**config.mk**
```make
export PLATFORM = sky130hd
export DESIGN_NAME = fetch_stage_ctrl
export DESIGN_NICKNAME = d
export VERILOG_FILES = /design/src/rtl/fetch_stage_ctrl.sv
export SDC_FILE = /design/constraint.sdc
export NUM_CORES = 1
export LEC_CHECK = 0
export ABC_AREA = 1
export CORE_ASPECT_RATIO = 0.5
export CORE_MARGIN = 2
export CORE_UTILIZATION = 46
export DETAILED_ROUTE_END_ITERATION = 8
export GPL_TIMING_DRIVEN = 0
export PLACE_DENSITY = 0.81
export SLEW_MARGIN = 15
export SYNTH_ARGS = -nofsm -noshare
export SYNTH_HDL_FRONTEND = slang
export SYNTH_SLANG_ARGS = --single-unit
```
**constraint.sdc**
```tcl
create_clock -name clk -period 2.51 [get_ports clk]
set_input_delay 0.502 -clock clk [delete_from_list [all_inputs] [get_ports clk]]
set_output_delay 0.502 -clock clk [all_outputs]
set_load 0.01 [all_outputs]
```
**src/rtl/fetch_stage_ctrl.sv**
```systemverilog
// Instruction-fetch stage control: PC register, IF/ID pipeline register,
// redirect/flush/stall arbitration, stall statistics and a debug FSM.
`timescale 1ns/1ps

module fetch_stage_ctrl (
    input  logic        clk,
    input  logic        rst_n,
    input  logic        stall_IF_ID,
    input  logic        flush_IF_ID,
    input  logic        redirect_valid,
    input  logic [31:0] redirect_pc,
    input  logic [31:0] instr_in,
    output logic [31:0] pc_out,
    output logic [31:0] if_id_instr,
    output logic [31:0] if_id_pc4,
    output logic        if_id_valid,
    output logic [7:0]  stall_count,
    output logic        stall_timeout,
    output logic [1:0]  state
);

    typedef enum logic [1:0] {
        ST_RUN   = 2'd0,
        ST_HOLD  = 2'd1,
        ST_REDIR = 2'd2
    } fetch_state_e;

    typedef enum logic [1:0] {
        ACT_FETCH,
        ACT_STALL,
        ACT_FLUSH,
        ACT_REDIRECT
    } fetch_action_e;

    localparam logic [31:0] NOP_INSTR = 32'h0000_0000;

    logic [31:0]   pc_q;
    logic [31:0]   pc_plus4;
    logic [31:0]   redirect_target;
    logic [3:0]    stall_run_q;
    fetch_state_e  cur_state;
    fetch_action_e action;

    assign pc_plus4        = pc_q + 32'd4;
    assign redirect_target = redirect_pc & 32'hFFFF_FFFC;

    // NOTE: every path assigns a default first, so this decode can never
    // infer a latch when a new condition is added later.
    always_comb begin
        action = ACT_FETCH;
        if (redirect_valid)
            action = ACT_REDIRECT;
        else if (flush_IF_ID)
            action = ACT_FLUSH;
        else if (stall_IF_ID)
            action = ACT_STALL;
    end

    // NOTE: state is updated with non-blocking assignments so every register
    // samples the pre-edge values regardless of statement order.
    always_ff @(posedge clk or negedge rst_n) begin
        if (!rst_n) begin
            pc_q        <= 32'h0000_0000;
            if_id_instr <= NOP_INSTR;
            if_id_pc4   <= 32'h0000_0000;
            if_id_valid <= 1'b0;
        end else begin
            case (action)
                ACT_REDIRECT: begin
                    pc_q        <= redirect_target;
                    if_id_instr <= NOP_INSTR;
                    if_id_valid <= 1'b0;
                end
                ACT_FLUSH: begin
                    pc_q        <= pc_plus4;
                    if_id_instr <= NOP_INSTR;
                    if_id_valid <= 1'b0;
                end
                ACT_STALL: begin
                    pc_q        <= pc_q;
                end
                default: begin
                    pc_q        <= pc_plus4;
                    if_id_instr <= instr_in;
                    if_id_pc4   <= pc_plus4;
                    if_id_valid <= 1'b1;
                end
            endcase
        end
    end

    // The run counter saturates at 15, so seeing 15 on a stall edge means
    // this edge applies the 16th consecutive stall.
    always_ff @(posedge clk or negedge rst_n) begin
        if (!rst_n) begin
            stall_count   <= 8'd0;
            stall_run_q   <= 4'd0;
            stall_timeout <= 1'b0;
        end else if (action == ACT_STALL) begin
            if (stall_count != 8'hFF)
                stall_count <= stall_count + 8'd1;
            if (stall_run_q != 4'hF)
                stall_run_q <= stall_run_q + 4'd1;
            else
                stall_timeout <= 1'b1;
        end else begin
            stall_run_q <= 4'd0;
        end
    end

    always_ff @(posedge clk or negedge rst_n) begin
        if (!rst_n) begin
            cur_state <= ST_RUN;
        end else begin
            case (cur_state)
                ST_RUN: begin
                    if (action == ACT_REDIRECT)
                        cur_state <= ST_REDIR;
                    else if (action == ACT_STALL)
                        cur_state <= ST_HOLD;
                end
                ST_HOLD: begin
                    if (action == ACT_REDIRECT)
                        cur_state <= ST_REDIR;
                    else if (action != ACT_STALL)
                        cur_state <= ST_RUN;
                end
                ST_REDIR: begin
                    if (action == ACT_REDIRECT)
                        cur_state <= ST_REDIR;
                    else if (action == ACT_STALL)
                        cur_state <= ST_HOLD;
                    else
                        cur_state <= ST_RUN;
                end
                default: cur_state <= ST_RUN;
            endcase
        end
    end

    assign pc_out = pc_q;
    assign state  = cur_state;

endmodule
```
# Yosys cells after proc, flatten, opt, wreduce, memory -nomap -nowiden
# Index checks and enable logic that the tools add are counted.
[totals] latchBits=0 mem_bits_ro=0 memories=0 wordCells=44 mem_bits_rw=0 regBits=112
[classes] n_eq_ne=11 multipliers=0 n_mux=15 addsub=3 order_cmp=0 shift=0 bitwise=1 div_mod_pow=0 n_reduce_logical=6
[ops] op="32-bit case mux with 2 select lines" count=2
[ops] op="32-bit by 3-bit adder with 32-bit output, second input constant" count=1
[ops] op="2-bit 2-to-1 mux" count=7
[ops] op="8-bit by 1-bit adder with 8-bit output, second input constant" count=1
[ops] op="4-bit 2-to-1 mux" count=2
[ops] op="8-bit inequality test, second input constant" count=1
[ops] op="2-bit == test, second input constant" count=3
[ops] op="3-bit inequality test, second input constant" count=2
[ops] op="2-bit case mux with 3 select lines" count=1
[ops] op="2-bit AND reduction" count=3
[ops] op="4-bit by 1-bit adder with 4-bit output, second input constant" count=1
[ops] op="2-bit by 1-bit == test with 1-bit output, second input constant" count=2
[ops] op="2-bit by 1-bit inequality test with 1-bit output, second input constant" count=2
[ops] op="4-bit inequality test, second input constant" count=1
[ops] op="3-bit OR reduction" count=1
[ops] op="2-bit zero test" count=1
[ops] op="1-bit 2-to-1 mux" count=2
[ops] op="1-bit case mux with 2 select lines" count=1
[ops] op="2-bit OR reduction" count=1
[ops] op="1-bit NOT" count=1

# Depth between registers and ports, before layout
# Gate-level depths: netlist of run 1.
[logic_depth] depth_word=7 mapped_depth=10

# Worst setup path after synthesis of run 1
# No wires, ideal clock.
[synth_timing] path_kind="register -> register" start="register pc_q[2] (netlist: pc_out[2])" end="register if_id_pc4[22]" synth_period_minus_slack_ns=1.514 arrival_ns=1.397 path_stages_with_launch=11 t_required_ns=2.393 slack_ns=0.996 setup_time_ns=0.117 cell_sequence="dfrtp_1 > ha_1 > nand2_1 > nor2_4 > nand2_4 > nor2_8 > nand2_1 > nand2_1 > nand2_1 > nand2_1 > nand2_1"
[synth_via] elab_chain_cells=1
[synth_rtl] element="start, declared" line_no="37" source="logic [31:0] pc_q;"
[synth_rtl] element="start signal, assigned" line_no="70" source="pc_q <= redirect_target;"
[synth_rtl] element="start signal, assigned" line_no="75" source="pc_q <= pc_plus4;"
[synth_rtl] element="start signal, assigned" line_no="80" source="pc_q <= pc_q;"
[synth_rtl] element="32-bit by 3-bit adder with 32-bit output" line_no="44" source="assign pc_plus4 = pc_q + 32'd4;"
[synth_rtl] element="end signal, assigned" line_no="85" source="if_id_pc4 <= pc_plus4;"
[synth_rtl] element="end, declared" line_no="15" source="output logic [31:0] if_id_pc4,"
# Every way passes these cells.
# A chain may end at the register's enable or synchronous reset.

# Worst setup path after layout of run 1
[layout_timing] start="input redirect_valid" end="register pc_q[15] (netlist: pc_out[15])"
[layout_via] elab_chain_cells=3
[layout_rtl] element="start, declared" line_no="10" source="input logic redirect_valid,"
[layout_rtl] element="2-bit 2-to-1 mux *" line_no="51" source="if (redirect_valid)"
[layout_rtl] element="2-bit by 1-bit == test with 1-bit output / 2-bit == test (equally long branches)" line_no="68" source="case (action)"
[layout_rtl] element="32-bit case mux with 2 select lines" line_no="68"
# Mark *: on every way between the ends. The rest lies on a longest branch, timed or not.

==> reports/results.ini, run 1 <==
[setup_path]
start_kind = input pin
crit_arrival_ps = 2210
startpoint = redirect_valid
crit_slowest_cell = clkdlybuf4s50_1
cp_cell_sequence = clkdlybuf4s50_1 -> nor2_1 -> inv_2 -> nor2_2 -> inv_2 -> clkbuf_1 -> o21ai_0 -> o21bai_1
crit_top_cell = inv_2
max_stage_delay_ps = 550
worst_path_dominant_cell_family = buffers and inverters
reg2reg_from = pc_out[2]$_DFFE_PN0N_
critPathMaxFanout = 10
cp-end-kind = register
crit_buf_inv = 4
critical_path_class = input pin to register
required_ps = 2720

[routing]
dr_wl_met2_um = 7285
drt_iter0_markers = 300
vias = 5054
dr.max_layer_used = met4
ant_nets = 0
wl_per_cell_um = 15.73
drt-vias-per-instance = 5.248
routed_wl_um = 15150
dr.pass1.iters = 5
drc = 0
wl_met1_um = 6571
met3_length_um = 998

[synth]
yosysUniqueCellTypes = 38
synth_cells = 628
synth_edf_count = 0
syn_avg_cell_area_um2 = 8.390
synth_seq_cells = 108
ys_seq_area_share_pct = 51.29
synth_top_area_share_pct = 51.29
async_flop_share_pct = 100.0
synth_flop_cell = dfrtp_1
yosys_warnings = 0
synth.top_cells.by_count = nand2_1 (211), dfrtp_1 (108), inv_1 (51)
synth.largest_area_cell = dfrtp_1
synthTopCellsByArea = dfrtp_1 (51%), nand2_1 (15%), a22o_1 (5.7%)
synth_area_um2 = 5269
yosysMostFrequentCell = nand2_1

[final_layout]
fin_area_um2 = 7486
finalNonFillerCells = 963
areaGrowthSynthToFinish_pct = 42.08
drive_above_1_share_pct = 7.457
fin_util_pct = 67.56
fillers = 890
antennaDiodeCount = 0
fin_nets = 885

[clocking]
numClockSinks = 108
clock_path_buffers = 2
cts_setup_buffers = 0
tritoncts = done
cts_hold_buf = 0
cts_buffers = 9
clockRootBuffer = clkbuf_16
worstSkewPairLatency_ps = 340
h-tree-depth = 3
ctsResizeCount = 0
clk_pin_slew_worst_paths_ps = 70

[grt]
grt_pass1_vias = 4819
antenna_found_initial = 0
grt_max_degree = 72
overflow = 0
grt_pass1_wl_um = 24160
track_usage_pct = 24.88

[place]
dp.cells = 947
gp_congestion = 0.9125
dp_hpwl_um = 11390
preCtsSetupSlack_ps = 184.5
placed_cell_area_um2 = 7192
port-buffer-count = 170

[sta]
tns_ps = 0
rsz0062_at_grt = no
hold_viol = 0
setup_viol = 0
finalClockSkew_ps = 4.413
finalMaxSlewViolations = 0
min_period_ps = 2002
fin_ws_ps = 507.7
tightest_slew_ps = 638.0
fmax_mhz = 499.4
slew_headroom_pct = 57.47
min_period_over_period_pct = 79.77

[die]
core_area_um2 = 11080
die_area_um2 = 12380
ios = 177
die_w_um = 155.4
rows = 27
initial_core_util_pct = 47.55
die_h_um = 79.68

[power]
ir_drop_uv = 464.6
power_density_nw_per_um2 = 637.8
p_leak_nw = 3.503

[run_status]
status = finished clean

[flow_run]
cap_violations = 0

[hold_path]
hold_class = input pin to asynchronous set/reset pin

## worst paths after layout
check | cells after the start | end | slack (ps)
max | 8 | pc_out[15]$_DFFE_PN0N_ | 510
min | 1 | if_id_pc4[3]$_DFFE_PN0N_ | 60
max reg2reg | 8 | if_id_pc4[24]$_DFFE_PN0N_ | 670
min reg2reg | 2 | stall_timeout$_DFFE_PN0P_ | 470
max in group asynchronous | 2 | stall_count[2]$_DFFE_PN0P_ | 1780
min in group clk | 2 | stall_timeout$_DFFE_PN0P_ | 470
## layer usage
metal / vias to the layer above / track usage, %
met1: 2434 / 33.12
li1: 2396 / -
met3: 25 / 4.940
met4: 0 / 7.339
met5: - / 0
met2: 199 / 41.77
## cell usage in the layout (no fill, tap or decap), types with 4 or more instances in the layout
cell type and instances:
a21oi_1 7, a22o_1 34, a31oi_1 5, buf_2 14, buf_4 6, clkbuf_1 8, clkbuf_16 9, clkdlybuf4s50_1 169
clkinvlp_4 4, conb_1 4, dfrtp_1 108, inv_1 51, nand2_1 211, nand3_1 39, nor2_1 48, nor2_2 4
nor2_4 7, o21ai_0 33, o21ai_1 4, xnor2_1 6, xor2_1 6
## worst reg2reg max path, cell delays in order (launching register included)
cell and delay, ps:
dfrtp_1 460, ha_1 260, nand3_1 140, nor2_1 250, nand3_1 200, o21ai_0 190
nand2_1 110, nand2_1 80, nand2_1 50
## per-stage QoR
step	hold slack (ps)	total power [mW]
after global placement	449.4	3.353
after CTS	75.13	4.799
after global routing	82.71	5.001
after detailed placement	436.7	3.385
final	60.36	4.774
after floorplan	206.4	2.674
## where the power goes
group / switching (mW) / leakage (nW) / internal (mW) / total, mW
clock: 0.647 / 0.131 / 0.773 / 1.42
sequential: 0.192 / 1.37 / 1.94 / 2.14
combinational: 0.578 / 2.00 / 0.641 / 1.22
## state kept, by name (all words and copies together), names as in the netlist
name and cells:
stall_run_q 4, stall_timeout 1, if_id_pc4 30, stall_count 8, pc_out 30, state 2
if_id_instr 32, if_id_valid 1
## layout make-up
class | count | area (um2) | area share [%]
Inverter | 54 | 202.7 | 2.708
Timing Repair Buffer | 171 | 1730 | 23.12
Multi-Input combinational cell | 442 | 2233 | 29.83
Clock buffer | 10 | 229.0 | 3.059
Buffer | 27 | 141.4 | 1.889
Sequential cell | 108 | 2703 | 36.10
Clock inverter | 6 | 65.06 | 0.8691
Tap cell | 145 | 181.4 | 2.424
## logic make-up (layout without fill, tap and decap cells)
logic type / after synthesis / in the layout / share of synthesized area, %
adder cells (fa/ha/maj): 3 / 3 / 0.7125
flip-flops: 108 / 108 / 51.29
XOR/XNOR: 13 / 13 / 2.304
AO/OA/AOI/OAI: 96 / 96 / 12.44
buffers and inverters: 81 / 268 / 6.531
other: 1 / 4 / 0.07117
AND/OR/NAND/NOR: 326 / 326 / 26.64
Note: power is estimated with default switching activity, not from simulation.
==> run 2, diff against run 1 <==
--- a/config.mk
+++ b/config.mk
@@ -8,10 +8,10 @@
 export ABC_AREA = 1
 export CORE_ASPECT_RATIO = 0.5
 export CORE_MARGIN = 2
-export CORE_UTILIZATION = 46
+export CORE_UTILIZATION = 42
 export DETAILED_ROUTE_END_ITERATION = 8
 export GPL_TIMING_DRIVEN = 0
-export PLACE_DENSITY = 0.81
+export PLACE_DENSITY = 0.78
 export SLEW_MARGIN = 15
 export SYNTH_ARGS = -nofsm -noshare
 export SYNTH_HDL_FRONTEND = slang
==> constraint.sdc (replaced) <==
create_clock -name clk -period 1.8 [get_ports clk]
set_input_delay 0.36 -clock clk [delete_from_list [all_inputs] [get_ports clk]]
set_output_delay 0.36 -clock clk [all_outputs]
set_load 0.01 [all_outputs]
==> run 2 against run 1 <==
Clock power is 46% higher; total power is 42% higher; clock skew is 4.0 ps higher; via count is 0.18% lower; final area is 1.0% higher; non-clock buffer count is 1 higher; global-route usage is 1.1 points lower; flip-flop and latch count stayed put; clock-buffer cell count is 1 lower; final cell count is 2.2% higher; register-to-register slack worse by 550 ps; die area is 9.2% higher; critical endpoint is now pc_out[16].
==> reports/results.ini, run 2 (synthesis gave the netlist of run 1 again) <==
[sta]
tns_ps = 0
hold_viol = 0
finalMaxSlewViolations = 0
hold_ws_ps = 479.2
tightest_slew_ps = 711.6
finalClockSkew_ps = 8.395
slew_headroom_pct = 52.56
setup_viol = 0
rsz0062_at_grt = yes
fin_ws_ps = 27.33
min_period_ps = 1773
min_period_over_period_pct = 98.48
fmax_mhz = 564.1

[final_layout]
antennaDiodeCount = 0
most-common-layout-cells = nand2_1 (211), clkdlybuf4s50_1 (168), dfrtp_1 (102)
fin_nets = 886
areaGrowthSynthToFinish_pct = 43.53
final_common_cell = nand2_1
top_register = if_id_instr
largest_reg_flops = 32
fin_area_um2 = 7562
fillers = 987
drive_above_1_share_pct = 8.791

[run_status]
status = finished clean

[place]
dp_hpwl_um = 11530
port-buffer-count = 170
gp_congestion = 0.8717
preCtsSetupSlack_ps = -362.7
placed_cell_area_um2 = 7217

[clocking]
numClockSinks = 108
h-tree-depth = 3
cts_buffers = 9
tritoncts = done
worstSkewPairLatency_ps = 350
clock_path_buffers = 2
clk_pin_slew_worst_paths_ps = 80
clockRootBuffer = clkbuf_16

[power]
clockPowerShare_pct = 30.6
ir_drop_uv = 444.7
power.internal_mw = 4.716
switching_share_pct = 30.39
power_frac_comb_pct = 25.2
p_leak_nw = 3.527
p_total_mw = 6.775
pwr-share-seq_pct = 44.2
power_density_nw_per_um2 = 895.9
p_switching_mw = 2.059

[grt]
grt_pass1_wl_um = 25620
antenna_found_initial = 0
grt_max_degree = 56
grt_pass1_vias = 4927
overflow = 0
track_usage_pct = 23.81

[die]
core_area_um2 = 12020
die_area_um2 = 13510
initial_core_util_pct = 43.85
rows = 28
ios = 177
die_w_um = 162.4
die_h_um = 83.20

[flow_run]
cap_violations = 0

[setup_path]
crit_buf_inv = 1
worst_path_dominant_cell_family = buffers and inverters
cp_cell_sequence = clkdlybuf4s50_1
cp-end-kind = primary output
crit_slowest_cell = clkdlybuf4s50_1
required_ps = 1440
start_kind = register
critical_path_class = register to primary output
max_stage_delay_ps = 610
crit_arrival_ps = 1410
critPathMaxFanout = 5

[routing]
wl_per_cell_um = 15.93
ant_nets = 0
dr.pass1.iters = 5
routed_wl_um = 15670
vias = 5045
drt_iter0_markers = 396
drc = 0
drt-vias-per-instance = 5.127

[hold_path]
hold_class = register to register

-- run 2: changes by cell type in the layout (fill, tap and decap cells not counted), moves of 2 or more --
cell        change
inv_6           +2
dfrtp_2         +6
clkinvlp_4      -2
dfrtp_1         -6
clkbuf_4        +3
buf_2           -3
clkbuf_1        -3
-- run 2: area by class of cell --
cell class	instances	area, um2	area share (%)
Timing Repair Buffer	173	1750	23.15
Inverter	54	202.7	2.680
Clock buffer	9	225.2	2.978
Multi-Input combinational cell	442	2238	29.60
Buffer	26	146.4	1.936
Tap cell	165	206.4	2.730
Sequential cell	108	2710	35.84
Clock inverter	7	82.58	1.092
-- run 2: power by group through the flow --
stage               Combinational, mW  Clock [mW]  Sequential (mW)
floorplan                       0.610           0             3.12
global placement                 1.66           0             3.02
detailed placement               1.70           0             3.03
CTS                              1.71        2.11             2.99
global route                     1.85        2.22             3.04
finish                           1.71        2.08             2.99
-- run 2: final timing paths --
path                       depth (start not counted)  slack [ps]                       from                    endpoint
max in group asynchronous                          3         560                      rst_n  stall_count[0]$_DFFE_PN0P_
setup reg to reg                                   8         120      pc_out[2]$_DFFE_PN0N_   if_id_pc4[24]$_DFFE_PN0N_
min in group asynchronous                          2         540                      rst_n   if_id_pc4[23]$_DFFE_PN0N_
setup / recovery                                   1          30     pc_out[16]$_DFFE_PN0N_                  pc_out[16]
hold / removal                                     2         480  stall_timeout$_DFFE_PN0P_   stall_timeout$_DFFE_PN0P_
hold reg to reg                                    2         480  stall_timeout$_DFFE_PN0P_   stall_timeout$_DFFE_PN0P_
-- run 2: worst min-delay path: stages (launching register included) --
cell	delay (ps)
dfrtp_1	360
inv_1	40
nand2_1	50
-- run 2: per-layer routing --
metal	share of wire, %	vias to the layer above	wire [um]	GRT usage (%)
li1	-	2397	-	-
met1	44	2438	6846	32.19
met2	48	185	7493	38.99
met5	0	-	0	0
met3	6.5	25	1021	4.396
met4	2.0	0	312	7.482
-- run 2: repair_timing --
| item | 4_1_cts | 5_1_grt |
|---|---|---|
| resized for setup | 1 | 13 |
| setup buffers | 0 | 1 |
| setup endpoints to repair | 3 | 40 |
| pin swaps | 0 | 1 |
| hold buffers | 1 | 0 |
| hold endpoints to repair | 44 | 0 |
-- run 2: metrics by stage --
step           std cells  utilization (%)
2_1_floorplan        631                -
3_3_place_gp         966            59.82
3_5_place_dp         967            60.06
4_1_cts              983            62.69
5_1_grt              984            62.93
6_report             984            62.93
